`config.mk`:
```
export PLATFORM = sky130hd
export DESIGN_NAME = phase_sequencer
export DESIGN_NICKNAME = d
export VERILOG_FILES = /design/src/rtl/phase_sequencer.sv
export SDC_FILE = /design/constraint.sdc
export NUM_CORES = 1
export LEC_CHECK = 0
export CAP_MARGIN = 20
export CORE_ASPECT_RATIO = 0.8
export CORE_MARGIN = 8
export CORE_UTILIZATION = 44
export CTS_CLUSTER_DIAMETER = 150
export CTS_CLUSTER_SIZE = 25
export DETAILED_ROUTE_END_ITERATION = 16
export HOLD_SLACK_MARGIN = 0.02
export PLACE_DENSITY_LB_ADDON = 0.15
export RECOVER_POWER = 25
export SETUP_SLACK_MARGIN = 0.15
export SYNTH_ARGS = -nofsm -noshare
export SYNTH_HDL_FRONTEND = slang
export SYNTH_SLANG_ARGS = --single-unit
```
`constraint.sdc`:
```
create_clock -name clock -period 2.2 [get_ports clock]
set_input_delay 0.44 -clock clock [delete_from_list [all_inputs] [get_ports clock]]
set_output_delay 0.44 -clock clock [all_outputs]
set_load 0.005 [all_outputs]
```
`src/rtl/phase_sequencer.sv`:
```
// Five-phase instruction sequencer: tracks the control unit's one-hot phase enables,
// counts retired instructions, raises halt and a sticky protocol error. Optional: SINGLE_STEP_EN.
module phase_sequencer (
    input  logic        clock,
    input  logic        reset,
    input  logic        p1,
    input  logic        p2,
    input  logic        p3,
    input  logic        p4,
    input  logic        p5,
    input  logic        stall,
    input  logic        halt_req,
`ifdef SINGLE_STEP_EN
    input  logic        step,
`endif
    output logic [2:0]  phase,
    output logic        halt,
    output logic [15:0] instr_count,
    output logic        phase_err
);

    typedef enum logic [2:0] {
        FETCH     = 3'd0,
        DECODE    = 3'd1,
        EXECUTE   = 3'd2,
        MEMORY    = 3'd3,
        WRITEBACK = 3'd4
    } phase_t;

    phase_t      state;
    phase_t      state_next;
    logic [4:0]  en;
    logic        vec_idle;
    logic        vec_valid;
    logic        illegal_state;
    logic        err_set;
    logic        advance;
    logic        retire;
    logic        go;
    logic        halt_pending;

    assign en = {p5, p4, p3, p2, p1};

    // Vector decode against the current phase; codes 5..7 are flagged here and recovered below
    always_comb begin
        vec_idle      = (en == '0);
        vec_valid     = 1'b0;
        illegal_state = 1'b0;
        case (state)
            FETCH:     vec_valid = (en == 5'b00001);
            DECODE:    vec_valid = (en == 5'b00010);
            EXECUTE:   vec_valid = (en == 5'b00100);
            MEMORY:    vec_valid = (en == 5'b01000);
            WRITEBACK: vec_valid = (en == 5'b10000);
            default:   illegal_state = 1'b1;
        endcase
        err_set = illegal_state | (!vec_idle && !vec_valid);
        advance = vec_valid && !stall && !phase_err && go;
        retire  = advance && (state == WRITEBACK);
    end

    always_ff @(posedge clock or negedge reset) begin
        if (!reset) begin
            state <= FETCH;
        end else begin
            state <= state_next;
        end
    end

    always_comb begin
        state_next = state;
        if (illegal_state) begin
            state_next = FETCH;
        end else if (advance) begin
            case (state)
                FETCH:     state_next = DECODE;
                DECODE:    state_next = EXECUTE;
                EXECUTE:   state_next = MEMORY;
                MEMORY:    state_next = WRITEBACK;
                default:   state_next = FETCH;
            endcase
        end
    end

    always_comb begin
        phase = state;
    end

    always_ff @(posedge clock or negedge reset) begin
        if (!reset) begin
            instr_count  <= '0;
            halt         <= 1'b0;
            phase_err    <= 1'b0;
            halt_pending <= 1'b0;
        end else begin
            halt <= retire && halt_pending;
            if (retire) begin
                instr_count <= instr_count + 16'd1;
            end
            if (err_set) begin
                phase_err <= 1'b1;
            end
            // p2 cannot be the sole enable on a retiring edge, so clear and set never collide
            if (retire) begin
                halt_pending <= 1'b0;
            end else if (p2 && halt_req) begin
                halt_pending <= 1'b1;
            end
        end
    end

`ifdef SINGLE_STEP_EN
    logic step_meta;
    logic step_sync;
    logic step_prev;
    logic credit;

    always_ff @(posedge clock or negedge reset) begin
        if (!reset) begin
            step_meta <= 1'b0;
            step_sync <= 1'b0;
            step_prev <= 1'b0;
            credit    <= 1'b0;
        end else begin
            step_meta <= step;
            step_sync <= step_meta;
            step_prev <= step_sync;
            if (retire) begin
                credit <= 1'b0;
            end else if (step_sync && !step_prev && (state == FETCH)) begin
                credit <= 1'b1;
            end
        end
    end

    assign go = credit;
`else
    assign go = 1'b1;
`endif

endmodule

```
### Yosys cells after proc, flatten, opt, wreduce, memory -nomap -nowiden

Index checks and enable logic that the tools add are counted.

| storage, ports and cells | value |
|---|---|
| register bits | 22 |
| input port bits | 9 |
| output and inout bits | 21 |
| word-level logic and storage cells | 38 |

| operators by class | value |
|---|---|
| $add $sub $neg | 1 |
| equal/unequal tests | 10 |
| muxes and demuxes | 7 |
| bitwise operators | 1 |
| reduce and logical (&&, ||, !) cells | 14 |

Operators with widths:

| kind | count |
|---|---|
| 16-bit by 1-bit adder with 16-bit output (second input constant) | 1 |
| 3-bit one-hot mux with 4 select lines | 1 |
| 3-bit by 2-bit == test with 1-bit output (second input constant) | 2 |
| 1-bit logical AND | 6 |
| 3-bit two-way mux | 2 |
| 5-bit by 1-bit == test with 1-bit output (second input constant) | 1 |
| 5-bit by 2-bit == test with 1-bit output (second input constant) | 1 |
| 5-bit by 3-bit == test with 1-bit output (second input constant) | 1 |
| 5-bit by 4-bit == test with 1-bit output (second input constant) | 1 |
| 5-bit == test (second input constant) | 1 |
| 5-bit zero test | 1 |
| 1-bit one-hot mux with 5 select lines | 1 |
| 5-bit OR reduction | 1 |
| 1-bit zero test | 4 |
| 3-bit by 1-bit == test with 1-bit output (second input constant) | 1 |
| 3-bit == test (second input constant) | 1 |
| 3-bit zero test | 1 |
| 1-bit two-way mux | 3 |
| 2-bit by 1-bit inequality test with 1-bit output (second input constant) | 1 |
| 2-bit nonzero test | 1 |
| 1-bit bitwise OR | 1 |

### Longest topological paths before layout

Gate-level depths: netlist of the first run.

| depth | value |
|---|---|
| depth in word-level cells | 6 |
| gate-level depth with buffers | 7 |
| mapped depth without buffers | 5 |

### Worst setup path before layout of the first run

OpenSTA, ideal clock, no wires.

| timing | value |
|---|---|
| path type | register to register |
| start point | register state[0] (netlist: phase[0]) |
| end point | register instr_count[1] |
| setup time | 125 ps |
| arrival | 2073 ps |
| data required time | 2075 ps |
| slack | 2 ps |
| stages on the path, launching flop included | 7 |
| buffers on the path | 1 |
| clock period less this slack | 2198 ps |
| cells stage by stage | dfrtp_1 buf_6 or4b_2 a31oi_2 o2bb2ai_2 nor2_1 mux2_2 |

| on the way | value |
|---|---|
| word-level cells in the longest chain between the ends | 5 |
| elaborated cells between the ends (all ways) | 9 |
| classes of those cells | 4 x eq/ne; 1 x mux; 4 x reduce/logical |

RTL lines:

| element | line | RTL |
|---|---|---|
| start, declared | 30 | `phase_t state;` |
| start signal, assigned | 66 | `state <= state_next;` |
| 3-bit == test (tied with other cells) | 49, 59 |  |
| 1-bit one-hot mux with 5 select lines | 49 | `case (state)` |
| 1-bit logical AND (2 in series) | 58 | `advance = vec_valid && !stall && !phase_err && go;` |
| 1-bit logical AND (*) | 59 | `retire = advance && (state == WRITEBACK);` |
| end signal, assigned | 98 | `instr_count <= instr_count + 16'd1;` |
| end, declared | 18 | `output logic [15:0] instr_count,` |

Every way passes the cells marked *; elsewhere a longest branch is shown, timed or not.
A chain may end at the register's enable or synchronous reset.

### Worst setup path after layout of the first run

| timing | value |
|---|---|
| start point | input p4 |
| end point | register state[1] (netlist: phase[1]) |

| on the way | value |
|---|---|
| word-level cells in the longest chain between the ends | 5 |
| elaborated cells between the ends (all ways) | 9 |
| classes of those cells | 6 x eq/ne; 1 x mux; 2 x reduce/logical |

RTL lines:

| element | line | RTL |
|---|---|---|
| start, declared | 9 | `input logic p4,` |
| 5-bit == test (tied with other cells) | 54 | `WRITEBACK: vec_valid = (en == 5'b10000);` |
| 1-bit one-hot mux with 5 select lines (*) | 49 |  |
| 1-bit logical AND (*) (2 in series) | 58 |  |
| 2-bit by 1-bit inequality test with 1-bit output (no source line) (*) | -- |  |

Marked as above.

==> impl_metrics.json, run 1 <==
{
  "start_kind": "input pin",
  "grt_first_pass_wirelength_mm": 5.595,
  "place_congestion": 0.8275,
  "synth-edff-count": 0,
  "critical-path-top-delay-family": "simple AND/OR/NAND/NOR gates",
  "area_growth_pct": 56.19,
  "slew_viol_final": 0,
  "num_rows": 17,
  "worst_pin_slew_ps": 1199,
  "cp_data_required_time_ps": 2440,
  "min_period_ps": 2184,
  "p_switching_uw": 156.7,
  "postRouteAntennaNets": 0,
  "die-area_um2": 4731,
  "netlist_area_um2": 1222,
  "hold_buffers": 0,
  "antenna_cells": 0,
  "cts_tree": "built",
  "critPathLaunch": "p4",
  "arrival_ps": 2430,
  "crit_buf_inv": 2,
  "yosysMostFrequentCell": "dfrtp_1",
  "grt_max_degree": 23,
  "synth_top_area_share": 0.4504,
  "drt-total-wl_mm": 3.583,
  "routedWlPerCell_um": 17.74,
  "rsz0062_at_grt": "yes",
  "crit_slowest_cell": "or4b_4",
  "ys_ff_latch": 22,
  "synth.distinct_cells": 39,
  "synth_nets": 122,
  "skew_ps": 2.934,
  "cts.sinks": 22,
  "yosysSeqAreaShare": 0.4504,
  "yosys_warnings": 0,
  "slowest_delay_ps": 560,
  "cellLeakagePower_uw": 0.0008616,
  "p_sw_frac": 0.2387,
  "timing.rr.start": "phase[0]",
  "end_kind": "flip-flop",
  "min-delay-start": "instr_count[15]",
  "fin_ws_ps": 15.94,
  "cp_max_fo": 6,
  "hold_viol": 0,
  "powerDensity_nw_per_um2": 343.9,
  "dieHeight_um": 63.15,
  "drt_iter0_drc": 34,
  "cts_max_level": 1,
  "drv_cap": 0,
  "portBuffers": 29,
  "dp_hpwl_mm": 2.302,
  "status": "complete, no violations",
  "min_path_type": "flip-flop to flip-flop",
  "avgViaCountPerCell": 5.683,
  "slew_headroom": 0.2004,
  "async_flop_share": 1.000,
  "grtUsageTotal": 0.1476,
  "vias": 1148,
  "core_um2": 2701,
  "final_layout_size_suffix_gt1_frac": 0.3354,
  "cts-root-buf": "clkbuf_4",
  "grt_pass1_vias": 1174,
  "power_uw": 656.5,
  "pwr-share-clk": 0.285,
  "path_cells": "dlygate4sd2_1, or4b_4, a311oi_4, buf_6, o2bb2ai_4, or4_1, a21oi_1",
  "die_x_um": 74.93,
  "cts_buffers": 3,
  "ys.flop_type": "dfrtp_1",
  "first_pass_iters": 4,
  "insertion_delay_ps": 310,
  "place_ws_ps": -507.3,
  "min_period_over_period": 0.9928,
  "final_nets": 176,
  "combPwrFrac": 0.097,
  "gr-total-overflow": 0,
  "clk_pin_slew_ps": 120,
  "fmax_mhz": 457.9,
  "syn_avg_cell_area_um2": 10.91,
  "start_util": 0.4525,
  "setup_viol": 0,
  "synth_top_area_cell": "dfrtp_1",
  "timing.setup.tns_ps": 0,
  "synthCells": 112,
  "ctsLongestPathBuffers": 2,
  "ys_top_cells_by_area": "dfrtp_1, xor2_1, nor4_4, nor4_1, xnor2_1",
  "worstSetupPathType": "input pin to flip-flop",
  "final_core_util": 0.7068,
  "drc": 0,
  "ys_top_cells_by_count": "dfrtp_1, xor2_1, inv_1, nor4_1",
  "pwr-share-seq": 0.618,
  "peakVddDrop_mv": 0.2923,
  "ioPinCount": 30,
  "p_int_uw": 499.8,
  "antenna_found_initial": 0
}
## power by group through the flow
stage | Combinational, uW | Sequential, uW | Clock (uW)
after global routing | 69.5 | 406 | 204
final | 64.0 | 405 | 187
after CTS | 62.4 | 406 | 188
after global placement | 54.0 | 413 | 0
after floorplan | 16.7 | 413 | 0
after detailed placement | 55.4 | 413 | 0
## worst register-to-register path: stages (launching register included)
cell and delay (ps):
dfrtp_2 450, or4b_4 500, a311oi_4 310, buf_6 170
o2bb2ai_4 120, or4_1 410, a21oi_1 150
## sequential cells by signal, summed over array words and instances, names as in the netlist
register and cells:
instr_count 16, phase 3, halt 1, halt_pending 1, phase_err 1
## worst paths after layout
check / to / slack [ps] / depth (start not counted)
setup / recovery: phase[1] / 20 / 7
min in group asynchronous: phase[0] / 890 / 2
hold reg to reg: instr_count[15] / 480 / 1
setup reg to reg: phase[1] / 20 / 6
max in group asynchronous: phase[0] / 530 / 2
hold / removal: instr_count[15] / 480 / 1
## repair_timing
item                       in CTS  in global routing
pin swaps                       8                 14
setup buffers                   4                  3
setup endpoints to repair      22                 21
cloned                          1                  0
resized for setup              18                 14
## stage by stage
step / area (um2) / std cells / hold slack (ps)
2_1_floorplan: 1251 / 112 / 144.4
3_3_place_gp: 1678 / 191 / 461.1
3_5_place_dp: 1678 / 191 / 461.0
4_1_cts: 1822 / 199 / 485.7
5_1_grt: 1909 / 202 / 505.7
6_report: 1909 / 202 / 481.5
## cells by family (layout without fill, tap and decap cells)
family          Yosys count  after routing  synth area share
simple gates             49             49            0.2815
flops                    22             22            0.4504
xor+xnor                 15             15            0.1075
compound gates           14             15           0.09825
buf+inv                  10             61           0.04299
fa+ha+maj                 1              1           0.01023
mux                       1              1          0.009211
## cell type report
type	instances	area (um2)
Tap cell	38	47.55
Multi-Input combinational cell	81	788.3
Timing Repair Buffer	52	476.7
Fill cell	198	792.0
Inverter	6	22.52
Sequential cell	22	551.8
Clock buffer	3	22.52
## per-layer routing
metal | share of wire | vias up | GRT usage | routed length [um]
li1 | - | 534 | - | -
met1 | 0.44 | 579 | 0.1895 | 1589
met2 | 0.47 | 26 | 0.2241 | 1700
met3 | 0.059 | 9 | 0.05213 | 213
met4 | 0.022 | 0 | 0.04146 | 79
met5 | 0 | - | 0 | 0
## cells in the final DEF (no fill, tap or decap), types with 4 or more instances in the layout
master | synthesis | routed
nor4_2 | 0 | 5
nor3_2 | 0 | 4
nand4_1 | 4 | 4
clkdlybuf4s50_1 | 0 | 24
inv_1 | 6 | 6
dfrtp_1 | 22 | 21
nand3_1 | 5 | 4
buf_6 | 2 | 4
buf_4 | 0 | 18
xor2_1 | 12 | 12
No activity file was read; power rests on OpenSTA's default activity.
==> run 2, diff against run 1 <==
--- a/config.mk
+++ b/config.mk
@@ -13,7 +13,7 @@
 export CTS_CLUSTER_SIZE = 25
 export DETAILED_ROUTE_END_ITERATION = 16
 export HOLD_SLACK_MARGIN = 0.02
-export PLACE_DENSITY_LB_ADDON = 0.15
+export PLACE_DENSITY = 0.75
 export RECOVER_POWER = 25
 export SETUP_SLACK_MARGIN = 0.15
 export SYNTH_ARGS = -nofsm -noshare
==> run 2 against run 1 <==
Compared with the run above: the run now ends with negative setup slack left; clock skew is 11 ps higher; via count is 0.61% lower; highest routed layer unchanged; critical endpoint unchanged; flip-flop and latch count stayed put; register-to-register slack worse by 40 ps; critical path type is now flip-flop to flip-flop; worst hold slack worse by 3.7 ps; clock-buffer cell count stayed put; die area stayed put.
==> impl_metrics.json, run 2 (synthesis gave the netlist of run 1 again) <==
{
  "antenna_cells": 0,
  "min_period_over_period": 1.013,
  "grt_first_pass_wirelength_mm": 5.651,
  "place_area_um2": 1705,
  "place_ws_ps": -486.2,
  "fin_area_um2": 1978,
  "top_register": "instr_count",
  "arrival_ps": 2480,
  "routedWlPerCell_um": 17.85,
  "vias": 1141,
  "setup_viol": 1,
  "antenna_found_initial": 0,
  "hold_viol": 0,
  "grtUsageTotal": 0.1499,
  "cts-root-buf": "clkbuf_4",
  "portBuffers": 29,
  "final_nets": 176,
  "drc": 0,
  "fmax_mhz": 448.9,
  "drt-total-wl_mm": 3.624,
  "largest_reg_flops": 16,
  "timing.setup.tns_ps": -27.82,
  "grt_pass1_vias": 1167,
  "final_layout_size_suffix_gt1_frac": 0.3576,
  "place_congestion": 0.8738,
  "die_x_um": 74.93,
  "end_kind": "flip-flop",
  "crit_buf_inv": 1,
  "die-area_um2": 4731,
  "crit_slowest_cell": "or4b_4",
  "fin_ws_ps": -27.82,
  "cts_buffers": 3,
  "rsz0062_at_grt": "yes",
  "whs_ps": 477.9,
  "dp_hpwl_mm": 2.308,
  "critical-path-top-delay-family": "simple AND/OR/NAND/NOR gates",
  "ctsLongestPathBuffers": 2,
  "cts_tree": "built",
  "min_period_ps": 2228,
  "slew_headroom": 0.2109,
  "min_path_type": "flip-flop to flip-flop",
  "drv_cap": 0,
  "cellLeakagePower_uw": 0.0009168,
  "dieHeight_um": 63.15,
  "drt_iter0_drc": 18,
  "ioPinCount": 30,
  "worst-path-stages": 6,
  "cp_max_fo": 7,
  "slew_viol_final": 0,
  "cts_max_level": 1,
  "insertion_delay_ps": 320,
  "postRouteAntennaNets": 0,
  "core_um2": 2701,
  "skew_ps": 13.70,
  "status": "finished with violations",
  "final_core_util": 0.7323,
  "slowest_delay_ps": 540,
  "first_pass_iters": 4,
  "area_growth_pct": 61.82,
  "most-common-layout-cells": "clkdlybuf4s50_1, dfrtp_1, buf_4",
  "clk_pin_slew_ps": 140,
  "failed_checks": "negative setup slack",
  "avgViaCountPerCell": 5.621,
  "peakVddDrop_mv": 0.3778,
  "min_delay_path_depth": 1,
  "cts.sinks": 22,
  "mostFrequentLayoutCell": "clkdlybuf4s50_1",
  "powerDensity_nw_per_um2": 399.1,
  "gr-total-overflow": 0,
  "start_util": 0.4525,
  "path_cells": "buf_4, or4b_4, a31oi_4, o2bb2ai_4, or4_4, a21oi_2",
  "reg2reg_depth": 6,
  "grt_max_degree": 23,
  "start_kind": "flip-flop",
  "ff2ff_setup_slack_ps": -30,
  "worstSetupPathType": "flip-flop to flip-flop",
  "worst_pin_slew_ps": 1184,
  "cp_data_required_time_ps": 2450,
  "num_rows": 17
}
-- run 2: changes by cell type in the layout (fill, tap and decap cells not counted), sizes merged --
cell and change:
bufinv +1, clkdlybuf4s50 +1, dlymetal6s2s -1
-- run 2: power breakdown --
part	internal, uW	leakage, uW	switching (uW)	total [uW]
Sequential	405	0.000280	0.739	406
Clock	184	0.0000279	135	320
Combinational	30.9	0.000609	33.2	64.1
-- run 2: repair_timing --
action / CTS / global route
gates resized for setup: 16 / 18
setup buffers: 2 / 3
cloned: 1 / 0
setup endpoints to repair: 22 / 21
pin swaps: 7 / 10
hold buffers: 0 / 0
-- run 2: layer usage --
metal  routed length, um  global-route usage
met4                   6             0.01463
met3                 187             0.05055
met5                   0                   0
met1                1595              0.1916
met2                1834              0.2425
-- run 2: final timing paths --
check | startpoint | end
worst min-delay path | instr_count[15] | instr_count[15]
worst max register to register | phase[0] | phase[1]
worst max-delay path | phase[0] | phase[1]
min in group asynchronous | reset | halt
max in group asynchronous | reset | phase[0]
worst min register to register | instr_count[15] | instr_count[15]
-- run 2: worst register-to-register path, delay by kind of cell, from the launching register on --
family / cells / cell delay (ps)
AOI/OAI and AO/OA: 3 / 570
and+or+nand+nor: 2 / 990
buffers and inverters: 1 / 150
DFF: 1 / 460
-- run 2: area by class of cell --
cell class              count  area, um2
clock buffers               3      22.52
clock inverters             1      30.03
fillers                   197      723.2
inverters                   6      22.52
multi-input cells          81      832.0
flip-flops and latches     22      551.8
well taps                  38      47.55
repair buffers             52      471.7
-- run 2: per-stage QoR --
step	cells	power, uW
global route	203	816.5
finish	203	789.5
detailed placement	193	470.3
global placement	193	469.1
CTS	200	782.0
floorplan	112	430.0
==> run 3, diff against run 2 <==
--- a/config.mk
+++ b/config.mk
@@ -14,7 +14,8 @@
 export DETAILED_ROUTE_END_ITERATION = 16
 export HOLD_SLACK_MARGIN = 0.02
 export PLACE_DENSITY = 0.75
-export RECOVER_POWER = 25
+export RECOVER_POWER = 50
+export REMOVE_ABC_BUFFERS = 1
 export SETUP_SLACK_MARGIN = 0.15
 export SYNTH_ARGS = -nofsm -noshare
 export SYNTH_HDL_FRONTEND = slang
==> constraint.sdc (replaced) <==
create_clock -name clock -period 2.2 [get_ports clock]
set_input_delay 0.44 -clock clock [delete_from_list [all_inputs] [get_ports clock]]
set_output_delay 0.44 -clock clock [all_outputs]
set_load 0.01 [all_outputs]
==> run 3 against run 2 <==
Compared with the run above: total power shrank 10%; critical endpoint is now instr_count[13]; cell count grew 5.4%; die area is the same; the flow still finishes with violations (negative setup slack); critical path type unchanged; clock-buffer cell count grew 1; sequential power is essentially flat; worst hold slack gained 5.5 ps.
==> impl_metrics.json, run 3 (synthesis gave the netlist of run 1 again) <==
{
  "top_register": "instr_count",
  "ff2ff_setup_slack_ps": -100,
  "drt-total-wl_mm": 4.428,
  "final_nets": 187,
  "power_uw": 707.0,
  "worstSetupPathType": "flip-flop to flip-flop",
  "cp_data_required_time_ps": 2430,
  "avgViaCountPerCell": 5.748,
  "rsz0062_at_grt": "yes",
  "cts_tree": "built",
  "r2r-end": "instr_count[13]",
  "crit_buf_inv": 1,
  "whs_ps": 483.3,
  "gr-total-overflow": 0,
  "drt_iter0_drc": 104,
  "largest_reg_flops": 16,
  "end_kind": "flip-flop",
  "fillers": 170,
  "peakVddDrop_mv": 0.4066,
  "clk_pin_slew_ps": 130,
  "antenna_cells": 0,
  "ctsLongestPathBuffers": 2,
  "cellLeakagePower_uw": 0.001021,
  "num_rows": 17,
  "fin_ws_ps": -97.23,
  "setup_viol": 14,
  "failed_checks": "negative setup slack",
  "arrival_ps": 2530,
  "status": "finished with violations",
  "start_util": 0.4525,
  "layout.cells.non_filler": 214,
  "powerDensity_nw_per_um2": 339.2,
  "cts.sinks": 22,
  "drc": 0,
  "die-area_um2": 4731,
  "final_layout_size_suffix_gt1_frac": 0.4091,
  "timing.setup.tns_ps": -678.3,
  "slowest_delay_ps": 560,
  "min_delay_path_depth": 1,
  "die_x_um": 74.93,
  "min_period_ps": 2297,
  "skew_ps": 2.997,
  "dieHeight_um": 63.15,
  "critPathLaunch": "phase[1]",
  "fmax_mhz": 435.3,
  "critical-path-top-delay-family": "simple AND/OR/NAND/NOR gates",
  "cp_max_fo": 7,
  "antenna_found_initial": 0,
  "dp.cells": 193,
  "cts_max_level": 1,
  "ioPinCount": 30,
  "portBuffers": 29,
  "min_to": "instr_count[15]",
  "slew_viol_final": 0,
  "worst_pin_slew_ps": 1192,
  "cts-root-buf": "clkbuf_4",
  "vias": 1230,
  "mostFrequentLayoutCell": "buf_4",
  "first_pass_iters": 4,
  "drv_cap": 0,
  "start_kind": "flip-flop",
  "core_um2": 2701,
  "grtUsageTotal": 0.1581,
  "most-common-layout-cells": "buf_4, dfrtp_1, clkdlybuf4s50_1",
  "path_cells": "or4bb_4, a311oi_4, o2bb2ai_4, buf_6, nor4_4, xor2_1",
  "cts_buffers": 3,
  "grt_pass1_vias": 1194,
  "timing.rr.start": "phase[1]",
  "reg2reg_depth": 6,
  "postRouteAntennaNets": 0,
  "grt_first_pass_wirelength_mm": 5.940,
  "min_period_over_period": 1.044,
  "min-delay-start": "instr_count[15]",
  "insertion_delay_ps": 310,
  "crit_slowest_cell": "or4bb_4",
  "min_path_type": "flip-flop to flip-flop",
  "slew_headroom": 0.2053,
  "area_growth_pct": 70.52,
  "hold_viol": 0,
  "place_congestion": 0.8458,
  "routedWlPerCell_um": 20.69,
  "dp_hpwl_mm": 2.328,
  "grt_max_degree": 23
}
-- run 3: how the worst max path moves through the flow --
stage                 endpoint  slack [ps]  depth (start not counted)
2_1_floorplan   instr_count[1]        -120                          5
3_3_place_gp   instr_count[13]        -480                          7
3_5_place_dp   instr_count[13]        -630                          7
4_1_cts        instr_count[13]        -120                          7
5_1_grt        instr_count[13]        -170                          6
6_report       instr_count[13]        -100                          6
-- run 3: metal layers --
layer,vias to the layer above,part of all wire,global-route usage
li1,548,-,-
met4,0,0.0090,0.03171
met2,66,0.49,0.2608
met3,4,0.069,0.04581
met5,-,0,0
met1,612,0.43,0.1959
-- run 3: final cells by class --
type	instances	area (um2)	share of cell area
repair buffers	64	585.6	0.2809
well taps	38	47.55	0.02281
multi-input cells	80	840.8	0.4034
flip-flops and latches	22	551.8	0.2647
clock buffers	4	36.28	0.01741
inverters	6	22.52	0.01080
-- run 3: where the power goes --
part / switching, uW / internal, uW / total (uW)
sequential: 0.857 / 405 / 406
combinational: 35.3 / 35.4 / 70.7
clock: 129 / 101 / 231
-- run 3: timing repair --
item / CTS / global route
hold buffers: 0 / 0
pin swaps: 15 / 22
gates resized for setup: 24 / 27
buffers inserted: 9 / 8
setup endpoints to repair: 22 / 22
-- run 3: per-stage QoR --
| stage | worst slack [ps] | area (um2) | util |
|---|---|---|---|
| after floorplan | -116.6 | 1192 | - |
| after global placement | -478.7 | 1665 | 0.6165 |
| after detailed placement | -627.0 | 1665 | 0.6165 |
| after CTS | -120.6 | 1891 | 0.6999 |
| after global routing | -171.5 | 2085 | 0.7717 |
| final | -97.23 | 2085 | 0.7717 |
==> patch 1: new RTL, flow settings as in run 3 <==
Put one more register stage on the output `instr_count`, without a reset. The value now appears one clock later. The other outputs are not delayed to match.
--- a/src/rtl/phase_sequencer.sv
+++ b/src/rtl/phase_sequencer.sv
@@ -26,6 +26,8 @@
         MEMORY    = 3'd3,
         WRITEBACK = 3'd4
     } phase_t;
+
+    logic [15:0] instr_count_s0;
 
     phase_t      state;
     phase_t      state_next;
@@ -88,14 +90,14 @@
 
     always_ff @(posedge clock or negedge reset) begin
         if (!reset) begin
-            instr_count  <= '0;
+            instr_count_s0 <= '0;
             halt         <= 1'b0;
             phase_err    <= 1'b0;
             halt_pending <= 1'b0;
         end else begin
             halt <= retire && halt_pending;
             if (retire) begin
-                instr_count <= instr_count + 16'd1;
+                instr_count_s0 <= instr_count_s0 + 16'd1;
             end
             if (err_set) begin
                 phase_err <= 1'b1;
@@ -138,5 +140,9 @@
     assign go = 1'b1;
 `endif
 
+    always_ff @(posedge clock) begin
+        instr_count <= instr_count_s0;
+    end
+
 endmodule
 
Formal check against the unedited RTL: not equivalent (Yosys sat finds a counterexample within 10 cycles, from zero or initial values and one cycle with reset low).
==> patch 1 against run 3 <==
- the flow still finishes with violations (negative setup slack)
- first-iteration DRC count up 13%
- design area up 20%
- power up 110%
- area after synthesis up 24%
- sequential cell count up 16
- wire length up 3.6%
- synthesized cell count up 19%
- worst setup slack better by 0.043 ns
- critical path depth unchanged
- critical path type unchanged
- largest cell class is now flip-flops and latches
==> patch 1: results (changes against run 3) <==
[worst_setup_path]
slowest_delay_ns=0.51  ; was 0.56 ns
slowest_stage=or4bb_1  ; was or4bb_4
cp_data_arrival_time_ns=2.43  ; was 2.53 ns
cp_max_fo=8  ; was 7

[place]
dpl_cell_area_um2=1990  ; was 1670 um^2
globalplace.congestion=0.881  ; was 0.846
dp_hpwl_um=2490  ; was 2330 um
place_ws_ns=-0.569  ; was -0.627 ns

[cts]
clk_pin_slew_worst_paths_ns=0.08  ; was 0.13 ns
htreeDepth=2  ; was 1
numCtsBuffers=5  ; was 3
clk_latency_ns=0.29  ; was 0.31 ns
cts_root_buffer=clkbuf_8  ; was clkbuf_4

[detailed_routing]
viasPerCell=5.58  ; was 5.75
routed_wl_um=4590  ; was 4430 um
drtIter0Drc=118  ; was 104

[grt]
track_usage=0.166  ; was 0.158
grt_pass1_vias=1402  ; was 1194
grt_pass1_wl_um=7070  ; was 5940 um

[logic_synthesis]
yosysWarnings=0  ; unchanged
synth_cell_types=36  ; was 39
synth.top_cells.by_count=dfrtp_1, dfxtp_1, xor2_1  ; was dfrtp_1, xor2_1, inv_1, nor4_1
seq_area_frac_synth=0.576  ; was 0.450
yosys-top-cells-area=dfrtp_1, dfxtp_1, xor2_1  ; was dfrtp_1, xor2_1, nor4_4
async_flop_share=0.579  ; was 1.00

[power]
sw_frac_of_total=0.187  ; was 0.234
ir_worst_vdd_mv=0.706  ; was 0.407 mV
p_leak_nw=1.21  ; was 1.02 nW

[sta]
tns_ns=-0.261  ; was -0.678 ns
slew_headroom=0.203  ; was 0.205
setup_viol=8  ; was 14
finClkSkew_ns=0.00943  ; was 0.00300 ns
layout_setup_ws_ns=-0.0540  ; was -0.0972 ns

[run_status]
status=finished with violations  ; unchanged
violations=negative setup slack  ; unchanged

[finish]
fillers=202  ; was 170
drive_gt1_frac=0.374  ; was 0.409

-- patch 1: layout make-up --
type | count | area [um^2] | area share
timing repair buffer | 63 | 577 | 0.230
clock buffer | 6 | 82.6 | 0.0329
sequential | 38 | 873 | 0.348
multi-input combinational | 87 | 858 | 0.342
tap | 42 | 52.6 | 0.0209
inverter | 2 | 7.51 | 0.00299
clock inverter | 2 | 60.1 | 0.0239
-- patch 1: final timing paths --
| check | from | endpoint | cells after the start |
|---|---|---|---|
| worst max-delay path | phase[2]$_DFFE_PN0P_ | instr_count_s0[1]$_DFFE_PN0P_ | 6 |
| worst min-delay path | instr_count_s0[15]$_DFFE_PN0P_ | instr_count[15]$_DFF_P_ | 0 |
| worst max register to register | phase[2]$_DFFE_PN0P_ | instr_count_s0[1]$_DFFE_PN0P_ | 6 |
| worst min register to register | instr_count_s0[15]$_DFFE_PN0P_ | instr_count[15]$_DFF_P_ | 0 |
| max in group asynchronous | reset | phase[1]$_DFFE_PN0P_ | 2 |
| min in group asynchronous | reset | instr_count_s0[4]$_DFFE_PN0P_ | 2 |
-- patch 1: worst reg2reg max path, cell delays in order, from the launching register on --
cell	delay, ns
dfrtp_2	0.47
or4bb_1	0.51
a21oi_2	0.26
nand4_1	0.22
buf_4	0.21
nor2_4	0.15
mux2_4	0.32
-- patch 1: cell families (layout without fill, tap and decap cells) --
| logic type | count (synthesis) | count (layout) | synth area share |
|---|---|---|---|
| XOR/XNOR | 15 | 15 | 0.0869 |
| buffers and inverters | 8 | 73 | 0.0265 |
| AND/OR/NAND/NOR | 57 | 57 | 0.226 |
| flip-flops | 38 | 38 | 0.576 |
| adder cells (fa/ha/maj) | 1 | 1 | 0.00828 |
| AO/OA/AOI/OAI | 12 | 12 | 0.0613 |
| multiplexers | 2 | 2 | 0.0149 |
-- patch 1: power by group through the flow --
stage	Combinational, W	Clock, W	Sequential, W
finish	0.0000722	0.000724	0.000702
global route	0.0000770	0.000761	0.000702
CTS	0.0000647	0.000737	0.000701
detailed placement	0.0000578	0	0.000716
global placement	0.0000561	0	0.000716
floorplan	0.0000101	0	0.000717
-- patch 1: metrics by stage --
step	hold slack, ns	instances
2_1_floorplan	0.144	127
3_3_place_gp	0.380	220
3_5_place_dp	0.398	220
4_1_cts	0.417	234
5_1_grt	0.411	240
6_report	0.400	240
-- patch 1: repair_timing --
| action | in CTS | in global routing |
|---|---|---|
| pin swaps | 19 | 22 |
| resized for setup | 33 | 26 |
| buffers inserted | 6 | 6 |
| endpoints found under the setup margin | 22 | 22 |
-- patch 1: routing by layer --
layer | global-route usage | up-vias | wire length [um]
li1 | - | 605 | -
met2 | 0.276 | 40 | 2320
met4 | 0.0933 | 0 | 108
met1 | 0.197 | 684 | 1940
met5 | 0 | - | 0
met3 | 0.0367 | 10 | 220
==> patch 2: new RTL, settings of run 3 <==
Made on the original files. Build with the macro `SINGLE_STEP_EN` defined.
--- a/src/rtl/phase_sequencer.sv
+++ b/src/rtl/phase_sequencer.sv
@@ -1,5 +1,7 @@
 // Five-phase instruction sequencer: tracks the control unit's one-hot phase enables,
 // counts retired instructions, raises halt and a sticky protocol error. Optional: SINGLE_STEP_EN.
+`define SINGLE_STEP_EN
+
 module phase_sequencer (
     input  logic        clock,
     input  logic        reset,
Interface: changed (added step); port bits go from 30 to 31. The function was not compared with the original's and may differ.
==> patch 2 against run 3 <==
- critical path depth increased by 3
- core utilization fell by 12 points
- design area fell by 6.2%
- worst setup slack better by 0.28 ns
- wire length fell by 23%
- global-route usage down 2.3 points
- sequential cell count is 4 higher
- area after synthesis grew 9.6%
- cell count shrank 0.93%
- die area increased by 7.3%
- via count is 5.8% lower
- power grew 13%
- critical endpoint is now instr_count[9]$_DFFE_PN0P_
==> patch 2: results (changes against run 3) <==
[power]
ir_worst_vdd_mv=0.368  ; was 0.407 mV
p_leak_nw=0.898  ; was 1.02 nW

[finish]
multi_input_gates=87  ; was 80
nets=185  ; was 187
clock_area_frac=0.0211  ; was 0.0174
final_area_um2=1960  ; was 2080 um^2
multi_input_area_um2=712  ; was 841 um^2
ff_latch_area_um2=653  ; was 552 um^2
fillers=223  ; was 170
buf_share=0.242  ; was 0.281

[sta]
slew_headroom=0.580  ; was 0.205
finClkSkew_ns=0.00684  ; was 0.00300 ns

[logic_synthesis]
yosys-top-cells-area=dfrtp_1, xor2_1, xnor2_1  ; was dfrtp_1, xor2_1, nor4_4
synth_cell_types=36  ; was 39
syn_area_um2=1340  ; was 1220 um^2
seq_area_frac_synth=0.486  ; was 0.450

[grt]
track_usage=0.136  ; was 0.158
grt_max_degree=27  ; was 23
grt_pass1_vias=1201  ; was 1194

[worst_setup_path]
cp_data_arrival_time_ns=2.22  ; was 2.53 ns
crit_end=instr_count[9]$_DFFE_PN0P_  ; was instr_count[13]$_DFFE_PN0P_
cp-startpoint=p5  ; was phase[1]$_DFFE_PN0P_
rrSetupSlack_ns=0.19  ; was -0.1 ns
r2r-start=phase[2]$_DFFE_PN0P_  ; was phase[1]$_DFFE_PN0P_

[run_status]
status=completed  ; was finished with violations

[cts]
cts_root_buffer=clkbuf_8  ; was clkbuf_4
clk_latency_ns=0.27  ; was 0.31 ns

[detailed_routing]
drtIter0Drc=70  ; was 104

[min_path]
min_to=step_sync$_DFF_PN0_  ; was instr_count[15]$_DFFE_PN0P_
hp-start=step_meta$_DFF_PN0_  ; was instr_count[15]$_DFFE_PN0P_

[place]
port-buffer-count=30  ; was 29
dp_hpwl_um=2470  ; was 2330 um

==> patch 2: kinds of logic (layout without fill, tap and decap cells) <==
logic type,Yosys count,count (layout),share of synthesized area
buffers and inverters,11,59,0.0532
xor gates and xnor gates,15,15,0.0980
AOI/OAI and AO/OA,18,18,0.0999
DFF,26,26,0.486
adders and majority gates,1,1,0.00934
and+or+nand+nor,52,52,0.246
muxes,1,1,0.00840
==> patch 2: report_power, final <==
group	leakage (nW)	internal, W	switching (W)
logic	0.565	0.0000256	0.0000279
registers	0.311	0.000480	0.00000107
clock network	0.0216	0.000123	0.000143
total	0.898	0.000628	0.000172
==> patch 2: worst max-delay path, cell delays in order <==
cell,delay (ns)
clkdlybuf4s15_1,0.20
buf_6,0.14
buf_4,0.14
nor2_2,0.09
o211ai_2,0.10
a2111o_1,0.53
buf_8,0.20
nor4_4,0.22
xor2_1,0.16
==> patch 2: per-stage QoR <==
stage | cells | setup slack, ns
2_1_floorplan | 120 | 0.169
3_3_place_gp | 207 | -0.205
3_5_place_dp | 207 | -0.283
4_1_cts | 212 | 0.168
5_1_grt | 212 | 0.0939
6_report | 212 | 0.179
==> patch 2: what timing repair did <==
action | in CTS | in global routing
pin swaps | 10 | 6
buffers inserted | 1 | 0
resized for setup | 24 | 7
setup endpoints to repair | 12 | 10
gates cloned | 1 | 0
==> patch 2: metal layers <==
| layer | global-route usage | up-vias | part of all wire |
|---|---|---|---|
| met5 | 0 | - | 0 |
| met4 | 0.0587 | 0 | 0.012 |
| met3 | 0.0327 | 4 | 0.041 |
| met2 | 0.242 | 27 | 0.54 |
| met1 | 0.151 | 594 | 0.41 |
| li1 | - | 534 | - |
